<file path="src/rtl/result_fifo_if.sv">
// Handshake bundle between the multiplier result path, the result FIFO and its reader.
// The master drives requests and write data; the slave (the FIFO) returns data and status.
interface result_fifo_if #(
    parameter int DATA_WIDTH = 32,
    parameter int ADDR_WIDTH = 3
);
    logic                  wr_en;
    logic [DATA_WIDTH-1:0] din;
    logic                  rd_en;
    logic [DATA_WIDTH-1:0] dout;
    logic [ADDR_WIDTH:0]   data_count;
    logic                  full;
    logic                  empty;
    logic                  wr_ack;
    logic                  wr_err;
    logic                  rd_ack;
    logic                  rd_err;

    modport master (
        output wr_en, din, rd_en,
        input  dout, data_count, full, empty, wr_ack, wr_err, rd_ack, rd_err
    );

    modport slave (
        input  wr_en, din, rd_en,
        output dout, data_count, full, empty, wr_ack, wr_err, rd_ack, rd_err
    );
endinterface

</file>
<file path="src/rtl/result_fifo.sv">
// 8-deep synchronous FIFO for 32-bit multiplier results with registered read data
// and one-cycle ack/err pulses decoded from a registered status state.
module result_fifo #(
    parameter int DATA_WIDTH = 32,
    parameter int ADDR_WIDTH = 3
) (
    input  logic clk,
    input  logic reset_n,
    result_fifo_if.slave bus
);
    localparam int                  DEPTH    = 1 << ADDR_WIDTH;
    localparam logic [ADDR_WIDTH:0] FULL_CNT = (ADDR_WIDTH + 1)'(DEPTH);

    typedef enum logic [2:0] {INIT, NO_OP, WRITE, WR_ERROR, READ, RD_ERROR} state_t;
    // Outcome of the opposite request when both were asserted in the same cycle.
    typedef enum logic [1:0] {PEER_NONE, PEER_ACK, PEER_ERR} peer_t;

    state_t state, state_nxt;
    peer_t  peer, peer_nxt;

    logic [DATA_WIDTH-1:0] mem [DEPTH];
    logic [ADDR_WIDTH-1:0] head, tail;
    logic [ADDR_WIDTH:0]   count;
    logic [DATA_WIDTH-1:0] dout_q;
    logic                  do_wr, do_rd;

    // Occupancy alone decides acceptance; pointer equality is ambiguous between full and empty.
    assign do_wr = bus.wr_en && (count != FULL_CNT);
    assign do_rd = bus.rd_en && (count != '0);

    always_comb begin
        state_nxt = NO_OP;
        peer_nxt  = PEER_NONE;
        unique case ({bus.wr_en, bus.rd_en})
            2'b10: state_nxt = do_wr ? WRITE : WR_ERROR;
            2'b01: state_nxt = do_rd ? READ : RD_ERROR;
            2'b11: begin
                if (do_wr) begin
                    state_nxt = WRITE;
                    peer_nxt  = do_rd ? PEER_ACK : PEER_ERR;
                end else begin
                    state_nxt = READ;
                    peer_nxt  = PEER_ERR;
                end
            end
            default: ;
        endcase
    end

    always_ff @(posedge clk or negedge reset_n) begin
        if (!reset_n) begin
            state <= INIT;
            peer  <= PEER_NONE;
        end else begin
            state <= state_nxt;
            peer  <= peer_nxt;
        end
    end

    always_ff @(posedge clk or negedge reset_n) begin
        if (!reset_n) begin
            head   <= '0;
            tail   <= '0;
            count  <= '0;
            dout_q <= '0;
        end else begin
            if (do_wr)
                tail <= tail + ADDR_WIDTH'(1);
            if (do_rd) begin
                head   <= head + ADDR_WIDTH'(1);
                dout_q <= mem[head];
            end
            unique case ({do_wr, do_rd})
                2'b10:   count <= count + 1'b1;
                2'b01:   count <= count - 1'b1;
                default: count <= count;
            endcase
        end
    end

    // Storage carries no reset; stale words are unreachable once the pointers clear.
    always_ff @(posedge clk) begin
        if (do_wr)
            mem[tail] <= bus.din;
    end

    assign bus.dout       = dout_q;
    assign bus.data_count = count;
    assign bus.full       = (count == FULL_CNT);
    assign bus.empty      = (count == '0);
    assign bus.wr_ack     = (state == WRITE);
    assign bus.wr_err     = (state == WR_ERROR) || (state == READ && peer == PEER_ERR);
    assign bus.rd_ack     = (state == READ) || (state == WRITE && peer == PEER_ACK);
    assign bus.rd_err     = (state == RD_ERROR) || (state == WRITE && peer == PEER_ERR);
endmodule

</file>
<file path="src/flat_wrapper.sv">
// flat-port wrapper written by rule: the top's interface ports become plain ports
module result_fifo_flat 
#(
    parameter int DATA_WIDTH = 32,
    parameter int ADDR_WIDTH = 3
)
  (clk, reset_n, bus_wr_en, bus_din, bus_rd_en, bus_dout, bus_data_count, bus_full, bus_empty, bus_wr_ack, bus_wr_err, bus_rd_ack, bus_rd_err);
  result_fifo_if #(.DATA_WIDTH(DATA_WIDTH), .ADDR_WIDTH(ADDR_WIDTH)) bus_i ();
  input  logic clk;
  input  logic reset_n;
  input wire logic [$bits(bus_i.wr_en)-1:0] bus_wr_en;
  input wire logic [$bits(bus_i.din)-1:0] bus_din;
  input wire logic [$bits(bus_i.rd_en)-1:0] bus_rd_en;
  output wire logic [$bits(bus_i.dout)-1:0] bus_dout;
  output wire logic [$bits(bus_i.data_count)-1:0] bus_data_count;
  output wire logic [$bits(bus_i.full)-1:0] bus_full;
  output wire logic [$bits(bus_i.empty)-1:0] bus_empty;
  output wire logic [$bits(bus_i.wr_ack)-1:0] bus_wr_ack;
  output wire logic [$bits(bus_i.wr_err)-1:0] bus_wr_err;
  output wire logic [$bits(bus_i.rd_ack)-1:0] bus_rd_ack;
  output wire logic [$bits(bus_i.rd_err)-1:0] bus_rd_err;
  assign bus_i.wr_en = bus_wr_en;
  assign bus_i.din = bus_din;
  assign bus_i.rd_en = bus_rd_en;
  assign bus_dout = bus_i.dout;
  assign bus_data_count = bus_i.data_count;
  assign bus_full = bus_i.full;
  assign bus_empty = bus_i.empty;
  assign bus_wr_ack = bus_i.wr_ack;
  assign bus_wr_err = bus_i.wr_err;
  assign bus_rd_ack = bus_i.rd_ack;
  assign bus_rd_err = bus_i.rd_err;
  result_fifo #(.DATA_WIDTH(DATA_WIDTH), .ADDR_WIDTH(ADDR_WIDTH)) u_core (.clk(clk), .reset_n(reset_n), .bus(bus_i));
endmodule
</file>
<file path="config.mk">
export PLATFORM = sky130hd
export DESIGN_NAME = result_fifo_flat
export DESIGN_NICKNAME = d
export VERILOG_FILES = /design/src/rtl/result_fifo_if.sv /design/src/rtl/result_fifo.sv /design/src/flat_wrapper.sv
export SDC_FILE = /design/constraint.sdc
export NUM_CORES = 1
export LEC_CHECK = 0
export CAP_MARGIN = 0
export CORE_MARGIN = 4
export CORE_UTILIZATION = 29
export CTS_CLUSTER_SIZE = 12
export DETAILED_ROUTE_END_ITERATION = 12
export GPL_TIMING_DRIVEN = 0
export PLACE_DENSITY = 0.48
export RECOVER_POWER = 50
export SETUP_SLACK_MARGIN = 0.15
export SYNTH_ARGS = -nofsm -noshare
export SYNTH_HDL_FRONTEND = slang
export SYNTH_SLANG_ARGS = --single-unit
</file>
<file path="constraint.sdc">
create_clock -name clk -period 11.77 [get_ports clk]
set_clock_uncertainty 0.2 [all_clocks]
set_input_delay 2.9425 -clock clk [delete_from_list [all_inputs] [get_ports clk]]
set_output_delay 2.9425 -clock clk [all_outputs]
set_load 0.005 [all_outputs]
</file>
==> results of run 1 <==
## synthesized netlist by cell type, drive strengths merged, types with 2 or more instances
library cell / number / area share, %
dfrtp: 47 / 9.9
a22oi: 22 / 1.8
nor2b: 2 / 0.11
and2: 2 / 0.11
xnor2: 5 / 0.37
a21oi: 2 / 0.085
nor2: 6 / 0.19
ha: 6 / 0.63
edfxtp: 256 / 65
nand2b: 7 / 0.37
o221ai: 22 / 1.6
mux2i: 65 / 5.5
nand2: 47 / 1.5
inv: 9 / 0.29
nor4: 3 / 0.21
o22ai: 10 / 0.53
mux2: 64 / 6.1
o21ai: 36 / 1.5
buf: 25 / 1.8
nor3: 5 / 0.21
clkbuf: 11 / 0.35
a221o: 10 / 0.85
## final timing paths
kind,to,slack [ns],cells past startpoint,from
max reg2reg,u_core.mem[4][7],8.54,8,u_core.bus.data_count[3]
max in group asynchronous,u_core.bus.dout[6],6.26,1,reset_n
max,u_core.mem[4][7],6.20,8,bus_wr_en
min reg2reg,u_core.bus.dout[15],0.28,2,u_core.bus.dout[15]
min in group asynchronous,u_core.bus.dout[9],3.31,1,reset_n
min,u_core.bus.dout[15],0.28,2,u_core.bus.dout[15]
## per-layer routing
| layer | up-vias | part of all wire, % | GRT usage (%) | wire length, µm |
|---|---|---|---|---|
| met4 | 4 | 1.4 | 2.72 | 409 |
| li1 | 2923 | - | - | - |
| met2 | 96 | 49 | 22.6 | 14400 |
| met1 | 3239 | 45 | 17.4 | 13100 |
| met3 | 35 | 4.2 | 2.91 | 1240 |
| met5 | - | 0.089 | 0 | 26 |
## cells in the final DEF (no fill, tap or decap), types with 20 or more instances in the layout
cell and count:
buf_6 20, clkbuf_1 30, clkbuf_16 35, clkdlybuf4s50_1 42, dfrtp_1 47, dlygate4sd3_1 34
edfxtp_1 256, mux2_2 56, mux2i_1 65, nand2_1 47, o21ai_1 25, o221ai_1 22
## cells by family (layout without fill, tap and decap cells)
| family | after synthesis | count (layout) | synth area share [%] |
|---|---|---|---|
| buffers and inverters | 45 | 207 | 2.41 |
| xor gates and xnor gates | 6 | 6 | 0.444 |
| muxes | 129 | 129 | 11.6 |
| DFF | 303 | 303 | 75.0 |
| and+or+nand+nor | 79 | 79 | 3.16 |
| adders and majority gates | 7 | 7 | 0.804 |
| AOI/OAI and AO/OA | 105 | 105 | 6.60 |
| other | 0 | 4 | 0 |
## critical path, delay by kind of cell
| family | cells | cell delay (ns) |
|---|---|---|
| buffers and inverters | 5 | 1.50 |
| and+or+nand+nor | 3 | 1.11 |
## layout make-up
cell class / count / share of cell area, %
Antenna cell: 4 / 0.0683
Buffer: 36 / 1.59
Clock buffer: 52 / 6.69
Clock inverter: 9 / 0.709
Inverter: 9 / 0.231
Multi-Input combinational cell: 326 / 18.6
Sequential cell: 303 / 60.5
Tap cell: 525 / 4.48
Timing Repair Buffer: 101 / 7.16
## per-stage QoR
step / utilization, % / total power, mW
floorplan: - / 2.15
global placement: 33.1 / 2.63
detailed placement: 33.9 / 2.68
CTS: 36.7 / 3.71
global route: 36.6 / 3.85
finish: 36.6 / 3.64
## sequential cells by signal (all words and copies together), names as in the netlist
name	cells
u_core.bus.data_count	4
u_core.mem	256
u_core.peer	2
u_core.state	3
u_core.tail	3
u_core.head	3
u_core.bus.dout	32
## where the power goes
group | switching (mW) | internal [mW]
combinational | 0.631 | 0.518
sequential | 0.0888 | 1.38
clock | 0.402 | 0.620
total | 1.12 | 2.51
==> results.md, run 1 <==
- Die outline area: ~44000 µm²
- DP Worst Slack: 5.93 ns
- FF+latch area: 8860 µm²
- Remaining DRCs: 0
- Postcts setup bufs: 0
- Critical Path, Cell by Cell: dlygate4sd3_1, nand2b_1, clkbuf_1, inv_1, nand2_1, nor3_2, buf_6, buf_6
- Worst VDD drop: 0.108 mV
- Failing checks: capacitance limit, slew limit
- Synth Warn #: 0
- Final Cycle Share: approximately 47%
- Critical path capture point type: flop
- All-Layer GR Usage: 13.2%
- EDFF count, synth: 256
- Post-placement cell count: between 1000 and 1500
- Max_slew headroom: -113%
- Status: finished with violations
- Antenna Violating Nets Remaining: 0
- # IOs: 78
- Clk slew on worst S/H paths: about 0.06 ns
- Final #Nets: roughly 850
- Worst-skew pair later-pin latency: between 0.4 and 0.5 ns
- Part of the Yosys area used for sequential elements: between 70% and 80%
- Max Fanout on Critical Path: 9
- Rows: between 70 and 80
- RSZ-0062 raised after global routing: no
- Hpwl dp: approximately 19000 µm
- Largest net degree at the start of global routing: 48
- Vias: between 6000 and 7000
- Vias in the first global route: roughly 6600
- Endpoints failing setup: 0
- IO Port Bufs: slightly below 80
- Top FF cell, synth: edfxtp_1
- Via density: approximately 4.6
- TNS Setup: 0 ns
- Net Count, Synth: 717
- Post-Synthesis Cells: approximately 670
- Area grow syn2layout: 23.9%
- Req. time, crit path: approximately 12 ns
- Critical setup path kind: primary input to flop
- Chip width: around 210 µm
- Initial DRC count: between 400 and 500
- WL/cell: ~21 µm
- Non-Filler Instances: around 1400
- Mapped cell area: 11800 µm²
- Min-Delay Path Class: flop to flop
- Leak: slightly above 5 nW
- H-tree Lvls: 2
- Antenna violations before repair: 5
- Max Slew Vio Count: 48
- Worst path slowest cell: nor3_2
- RePlAce Congestion: a little under 0.7
- Maximum clock rate: between 0.15 and 0.2 GHz
- CP startpoint kind: primary input
- Cell repeated most along the worst path: buf_6
- Clock sink count: 303
- Die Height: 210 µm
- CTS tree: done
- Flop and latch count out of synthesis: 303
- DR pass1 iterations: 4
- PwrDens: around 250 nW/µm²
- Final WS setup: about 6.2 ns
- Core area: 40000 µm²
- Final Hold Viols: 0
- Max clock buf depth: 3
- Ys async rst share: between 10% and 20%
- Multi-input gate area: 2720 µm²
- Critical Path AT: about 5.6 ns
- Overflow after GRT: 0
- Syn_area_per_cell: around 18 µm²
- Least-Margin Pin Slew: 3.20 ns
- Post-CTS resize count: 0
- Cts hold-fix bufs: 0
- Hold slack: 0.277 ns
- Share of cells above drive strength 1: 19.9%
- Fillers: 3805
- Placed inst area: 13600 µm²
- Post-Route WL: approximately 29000 µm
- CTS root buffer: clkbuf_16
- Count of cell types in the netlist: 42
- Max_cap viols: 1
- Worst stage delay on the critical path: 0.79 ns
- Crit path time final: roughly 5.6 ns
- Starting Density: between 20% and 30%
- First-pass GRT wire length: 43500 µm
- Final Instance Area: ~15000 µm²
- Total CTS buffers: 34
No activity file was read; power rests on OpenSTA's default activity.
==> run 2, diff against run 1 <==
- clock period: 11.77 -> 5.52 ns (I/O delays scaled with it)
==> results of run 2 <==
The final DEF is identical to that of run 1. Status: finished with violations: capacitance limit, slew limit.
Main changes from that run: setup slack after placement 5.93 ns -> 1.24 ns; setup slack after layout 6.20 ns -> 1.52 ns; register-to-register setup slack 8.54 ns -> 2.29 ns; total power 3.64 mW -> 7.75 mW; worst IR drop on VDD 0.108 mV -> 0.231 mV
==> run 3, diff against run 2 <==
- PLACE_DENSITY: 0.48 -> 0.5
- clock period: 5.52 -> 3.4 ns (I/O delays scaled with it)
==> run 3 against run 2 <==
Net effect: the run now ends clean; utilization shrank 0.23 points; sequential cell count is the same; combinational power grew 60%; clock power grew 54%; critical path type is now flop to output port; critical endpoint is now bus_full; largest cell class unchanged; largest power group unchanged.
==> results.md, run 3 (same netlist as run 1, synthesis figures left out) <==
- Initial DRC count: 321 (-21%)
- Max Slew Vio Count: 0 (-100%)
- Starting Density: 29.6% (unchanged)
- Most common cell after layout, fill and taps aside: edfxtp_1
- Min-Delay Path Class: flop to flop
- Length in cells of the worst reg-to-reg path: 8 (unchanged)
- First-pass GRT wire length: 42700 µm (-1.8%)
- Antenna violations before repair: 3 (-2)
- DP Worst Slack: -0.136 ns
- IO Port Bufs: 77 (unchanged)
- CTS tree: done
- Max_cap viols: 0 (-1)
- Postcts setup bufs: 0 (unchanged)
- Total CTS buffers: 34 (unchanged)
- Final #Nets: 849 (-0.59%)
- All-Layer GR Usage: 12.8% (-0.37 points)
- Die outline area: 44100 µm² (unchanged)
- Rows: 73 (unchanged)
- Worst hold endpoint: u_core.bus.dout[16]
- CP startpoint kind: flop
- Remaining DRCs: 0 (unchanged)
- Fillers: 3811 (+0.16%)
- Core area: 40000 µm² (unchanged)
- CTS root buffer: clkbuf_16
- Maximum clock rate: roughly 0.32 GHz
- Max clock buf depth: 3 (unchanged)
- Most frequent cells in the layout: edfxtp_1 (256), mux2i_1 (65), mux2_2 (56), nand2_1 (47), dfrtp_1 (47)
- Vias in the first global route: 6583 (-0.77%)
- Util after Layout: 36.4% (-0.23 points)
- Final Cycle Share: approximately 90%
- Cts hold-fix bufs: 0 (unchanged)
- Chip width: 210 µm (unchanged)
- Via density: 4.60 (-0.26%)
- Leak: 5.04 nW (-1.0%)
- Clk slew on worst S/H paths: 0.06 ns (about the same)
- Share of cells above drive strength 1: 19.2% (-0.68 points)
- Hold slack: 0.273 ns (-0.00389 ns)
- Area grow syn2layout: 23.1%
- Req. time, crit path: ~2.4 ns
- RSZ-0062 raised after global routing: no
- Worst r2r src: u_core.bus.data_count[2]
- Endpoints failing setup: 0 (unchanged)
- Status: complete, no violations
- Worst VDD drop: about 0.35 mV
- Crit path time final: 3.13 ns
- R2R Path End: u_core.bus.data_count[3]
- WL/cell: 21.0 µm (-1.9%)
- Overflow after GRT: 0 (unchanged)
- Post-Route WL: 28400 µm (-2.6%)
- Critical Path AT: about 2.1 ns
- Max_slew headroom: 25.4% (+140 points)
- H-tree Lvls: 2 (unchanged)
- # IOs: 78 (unchanged)
- Clock sink count: 303 (unchanged)
- PwrDens: about 850 nW/µm²
- DR pass1 iterations: 4 (unchanged)
- Max FFs per register: 256 (unchanged)
- Least-Margin Pin Slew: 1.12 ns (-2.08 ns)
- Vias: 6239 (-0.92%)
- Critical path capture point type: output port
- Hold_sp: u_core.bus.dout[16]
- Worst-skew pair later-pin latency: 0.51 ns (+0.02 ns)
- Reg2Reg Setup Slack: approximately 0.42 ns
- Post-CTS resize count: 0 (unchanged)
- Antenna Violating Nets Remaining: 0 (unchanged)
- Critical setup path kind: flop to output port
- Die Height: 210 µm (unchanged)
- Hpwl dp: 18700 µm (-2.2%)
- RePlAce Congestion: 0.693 (+2.1%)
- Final WS setup: ~0.27 ns
- Max Fanout on Critical Path: 5 (-4)
- Hold path depth: 2 (unchanged)
- Most flops, register: u_core.mem
- Largest net degree at the start of global routing: 30 (-38%)
- Final Hold Viols: 0 (unchanged)
-- run 3: changes by cell type in the layout (fill, tap and decap cells not counted), sizes merged --
| cell | previous run | this run |
|---|---|---|
| diode | 4 | 2 |
| clkinv | 5 | 8 |
| clkbuf | 69 | 65 |
| bufinv | 2 | 0 |
| buf | 44 | 40 |
-- run 3: layout make-up --
cell class	count	area (µm²)	share of cell area (%)
flip-flops and latches	303	8860	60.9
plain buffers	36	240	1.65
diodes	2	5.00	0.0344
well taps	525	657	4.51
inverters	9	33.8	0.232
clock buffers	49	948	6.51
repair buffers	96	1020	7.02
clock inverters	10	57.6	0.395
multi-input cells	326	2730	18.8
-- run 3: worst max path at each step --
stage | from | end | slack, ns
finish | u_core.bus.data_count[2] | bus_full | 0.27
global route | bus_rd_en | u_core.bus.data_count[3] | 0.12
CTS | bus_rd_en | u_core.bus.data_count[3] | 0.39
detailed placement | bus_rd_en | u_core.bus.data_count[3] | -0.14
global placement | bus_wr_en | u_core.mem[2][28] | -3.57
floorplan | bus_wr_en | u_core.mem[1][0] | -0.56
-- run 3: per-layer routing --
metal | part of all wire [%] | global-route usage, %
met1 | 45 | 17.2
met2 | 49 | 21.7
met3 | 4.0 | 2.42
met4 | 1.8 | 3.13
met5 | 0.025 | 0
-- run 3: critical path, stage by stage (launching register included) --
cell	delay, ns
dfrtp_1	0.44
nor4b_1	0.53
clkdlybuf4s50_1	0.61
-- run 3: per-stage QoR --
step | total power [mW] | area, µm² | instances | setup TNS, ns
after global routing | 13.1 | 14600 | 1354 | 0
after detailed placement | 9.22 | 13600 | 1295 | -0.432
after CTS | 12.6 | 14600 | 1354 | 0
final | 12.3 | 14600 | 1356 | 0
after global placement | 9.06 | 13300 | 1276 | -708.91
after floorplan | 7.45 | 11800 | 674 | -55.71
-- run 3: where the power goes --
| part | internal (mW) | switching, mW |
|---|---|---|
| Clock | 1.94 | 1.41 |
| Combinational | 1.79 | 2.13 |
| Sequential | 4.76 | 0.314 |
| Total | 8.49 | 3.86 |
